<file path="src/rtl/rom_arbiter.sv">
// rom_arbiter: two read ports (0 = instruction fetch, 1 = debug/loader)
// sharing one combinational 64x32 ROM. The block makes one ROM access per
// cycle and registers the response for each port.
// Define ROM_ARB_RR_EN to build with round-robin contention resolution.
// With it undefined, port 0 always wins on contention.
module rom_arbiter (
  input  logic        clk,
  input  logic        rst,
  input  logic        req0,
  input  logic [5:0]  addr0,
  output logic        gnt0,
  output logic        rvalid0,
  output logic [31:0] rdata0,
  input  logic        rready0,
  input  logic        req1,
  input  logic [5:0]  addr1,
  output logic        gnt1,
  output logic        rvalid1,
  output logic [31:0] rdata1,
  input  logic        rready1,
  output logic        rom_ce,
  output logic [5:0]  rom_addr,
  input  logic [31:0] rom_inst
);

  typedef enum logic {
    PORT0 = 1'b0,
    PORT1 = 1'b1
  } port_t;

  port_t last_gnt;
  logic  elig0;
  logic  elig1;
  logic  pick1;

  // A port may take a new read when its response slot is empty or being drained.
  assign elig0 = req0 & (~rvalid0 | rready0);
  assign elig1 = req1 & (~rvalid1 | rready1);

  // Select the winner from eligibility and the priority policy.
  always_comb begin
    pick1 = 1'b0;
`ifdef ROM_ARB_RR_EN
    pick1 = elig1 & (~elig0 | (last_gnt == PORT0));
`else
    pick1 = elig1 & ~elig0;
`endif
  end

  // Drive the grants and the ROM port. Reset forces the bus idle.
  always_comb begin
    gnt0     = ~rst & elig0 & ~pick1;
    gnt1     = ~rst & pick1;
    rom_ce   = gnt0 | gnt1;
    rom_addr = '0;
    if (gnt0)
      rom_addr = addr0;
    else if (gnt1)
      rom_addr = addr1;
  end

  // Capture the ROM data for the winner and retire consumed responses.
  // A grant overrides a consume so that back-to-back reads keep rvalid high.
  always_ff @(posedge clk or posedge rst) begin
    if (rst) begin
      rvalid0  <= 1'b0;
      rvalid1  <= 1'b0;
      rdata0   <= '0;
      rdata1   <= '0;
      last_gnt <= PORT1;
    end else begin
      if (gnt0) begin
        rdata0  <= rom_inst;
        rvalid0 <= 1'b1;
      end else if (rready0) begin
        rvalid0 <= 1'b0;
      end
      if (gnt1) begin
        rdata1  <= rom_inst;
        rvalid1 <= 1'b1;
      end else if (rready1) begin
        rvalid1 <= 1'b0;
      end
      last_gnt <= gnt1 ? PORT1 : (gnt0 ? PORT0 : last_gnt);
    end
  end

endmodule

</file>
<file path="config.mk">
export PLATFORM = sky130hd
export DESIGN_NAME = rom_arbiter
export DESIGN_NICKNAME = d
export VERILOG_FILES = /design/src/rtl/rom_arbiter.sv
export SDC_FILE = /design/constraint.sdc
export NUM_CORES = 1
export LEC_CHECK = 0
export BUFFER_PORTS_ARGS = -buffer_cell sky130_fd_sc_hd__buf_2
export CAP_MARGIN = 15
export CORE_MARGIN = 1.5
export CORE_UTILIZATION = 26
export CTS_CLUSTER_SIZE = 14
export DETAILED_ROUTE_END_ITERATION = 12
export PLACE_DENSITY = 0.54
export SLEW_MARGIN = 20
export SYNTH_ARGS = -nofsm -noshare
export SYNTH_HDL_FRONTEND = slang
export SYNTH_SLANG_ARGS = --single-unit
</file>
<file path="constraint.sdc">
create_clock -name clk -period 3.2 [get_ports clk]
set_input_delay 0 -clock clk [delete_from_list [all_inputs] [get_ports clk]]
set_output_delay 0 -clock clk [all_outputs]
set_load 0.02 [all_outputs]
</file>
==> metrics <==
synth unique cells=17; critical path class=reg2out; CTS clk-pin slew, worst paths=0.06 ns; sequential element share of the synthesized area=63.8%; power per cell area=617 nW/um^2; Cell Area, Synth=2590 sq um; CTS tree=yes; Post-Route Skew=0.00534 ns; most common cell after layout, fill and taps aside=buf_2; # DRC=0; area leader, netlist=dfrtp_1; max_slew headroom=65.8%; Final Cycle Share=60.5%; most frequent cells in the layout=buf_2 (124), dfrtp_1 (66), mux2_2 (62); GRT Residual Overflow=0; #FFs+latches synth=66; FILL cells=956; ant diodes=0; die area=10,600 sq um; multi-input logic area=861 sq um; CP cell instances=nor2b_1 -> a2111oi_4 -> buf_4 -> a32o_1 -> buf_2; Reg2Reg Depth=4; die width=103 um; Routed wire per std cell=12.8 um; CP Buf/Inv Count=2; # IOs=125; leakage=1.86 nW; Pre-Repair DR Iteration Count=3; final setup fails=0; RSZ-0062 raised after global routing=no; vias in the first global route=1,926; worst hold start=rready1; Die Height=103 um; Synth area leaders=dfrtp_1 (64%), mux2_2 (27%), a32o_1 (2.3%); worst slew pin tran=0.512 ns; Core ar.=9730 sq um; # rows=36; CP top delay family=buffers and inverters; Hold Fails Final Rpt=0; synthesized netlist net count=205; top-area cell type share of the netlist area=63.8%; clock buffer depth=2; CP Max Fanout=25; crit end category=primary output; slowest stage delay, CP=0.37 ns; Final Cell Area=3850 sq um; DP HPWL=4.16 mm; fin. max-slew vios=0; Max Cap Viol=0; global-route usage over all layers=11.5%; clock root cell=clkbuf_8; antenna-violating nets left=0; fmax=517 MHz; Tmin final=1.93 ns; hold path cells=3; Worst Path Required=3.20 ns; Placed Area=3360 sq um; Worst path depth=5; largest net degree at the start of global routing=43; TNS Setup=0 ns; Worst Path Arrival=1.93 ns; CTS sink cnt=66; R2R setup slack=1.47 ns; share of layout cells above drive strength 1=64.9%; worst-skew pair later-pin latency=0.33 ns; reg2reg end=rdata1[5]; CTS Buf Count=9; WL final=5.88 mm; register area=1650 sq um; CTS H-tree lvls=3; Area Growth Syn to Fin=48.9%; R2R Path Start=rvalid1; Initial Utilization=26.6%; Final Wtd Congestion=0.643; nets=372; DR iter-0 viols=16; via count=1,917; YS warnings=0; drt via density=4.19; Synth Area per Inst=16.7 sq um; first-pass GRT wire length=9.00 mm; Hold Path Sink=rvalid1; maximum vdd drop=0.308 mV; status=completed; CP max stage cell=dfrtp_1; I/O Buffers=124; Cells after Synth=155; startpoint types=register; worst min path class=in2reg; initial antenna violation count=0
## metrics by stage
stage               util (%)  power [mW]  hold WS, ns  setup WS [ns]  instances
CTS                     39.6        2.43        0.133           1.23        458
global placement        34.5        1.79        0.163           1.51        410
global route            39.6        2.52        0.152           1.13        458
finish                  39.6        2.38        0.151           1.27        458
floorplan                  -        1.54        0.135          0.317        155
detailed placement      34.5        1.80        0.164           1.47        410
## worst max-delay path by stage
stage | start | end | slack, ns
floorplan | rst | rdata0[10] | 0.32
detailed placement | rvalid1 | rdata1[5] | 1.47
finish | rvalid1 | rom_addr[5] | 1.27
global placement | rvalid1 | rdata1[15] | 1.51
CTS | rvalid1 | rom_addr[4] | 1.23
global route | rvalid1 | rom_addr[5] | 1.13
## state kept, by name, summed over array words and instances, names as in the netlist
name	flops
rvalid1	1
rdata1	32
rdata0	32
rvalid0	1
## synthesized netlist by cell type
cell type and instances:
mux2_2 62, buf_6 4, buf_2 3, clkbuf_1 1, clkinv_1 1, a32o_1 6, nand2_1 1, nand2b_1 1
nand2b_4 1, and2_0 1, inv_1 2, dfrtp_1 66, a2111oi_4 1, nor2b_1 1, nand3_2 1, mux2_1 2
or2_2 1
## tightest hold or removal path, cell delays in order
cell,delay [ns]
buf_2,0.08
nor2b_1,0.06
or2_2,0.29
## kinds of logic after synthesis
group | synth area share (%)
flops | 63.8
simple gates | 2.03
compound gates | 3.39
mux | 27.9
buf+inv | 2.90
## final cells by class
type | count | area share, %
flip-flops and latches | 66 | 42.9
repair buffers | 164 | 26.1
multi-input cells | 78 | 22.3
well taps | 133 | 4.32
clock buffers | 10 | 3.57
clock inverters | 4 | 0.519
inverters | 3 | 0.292
## report_power, final
part / internal (mW) / switching (mW) / leakage (nW)
Sequential: 1.01 / 0.0795 / 0.779
Clock: 0.288 / 0.285 / 0.0875
Combinational: 0.316 / 0.404 / 0.992
## metal layers
layer | up-vias | wire [um] | GRT usage [%]
met5 | - | 0 | 0
met1 | 945 | 2310 | 11.7
met4 | 0 | 102 | 4.99
li1 | 883 | - | -
met2 | 78 | 3060 | 21.2
met3 | 11 | 411 | 3.86
## what timing repair did
item | CTS | global route
endpoints found under the setup margin | 0 | 0
buffers inserted | 0 | 0
gates resized for setup | 0 | 0
hold endpoints to repair | 131 | 0
hold buffers | 34 | 0
Power figures use the tool's default switching activity.
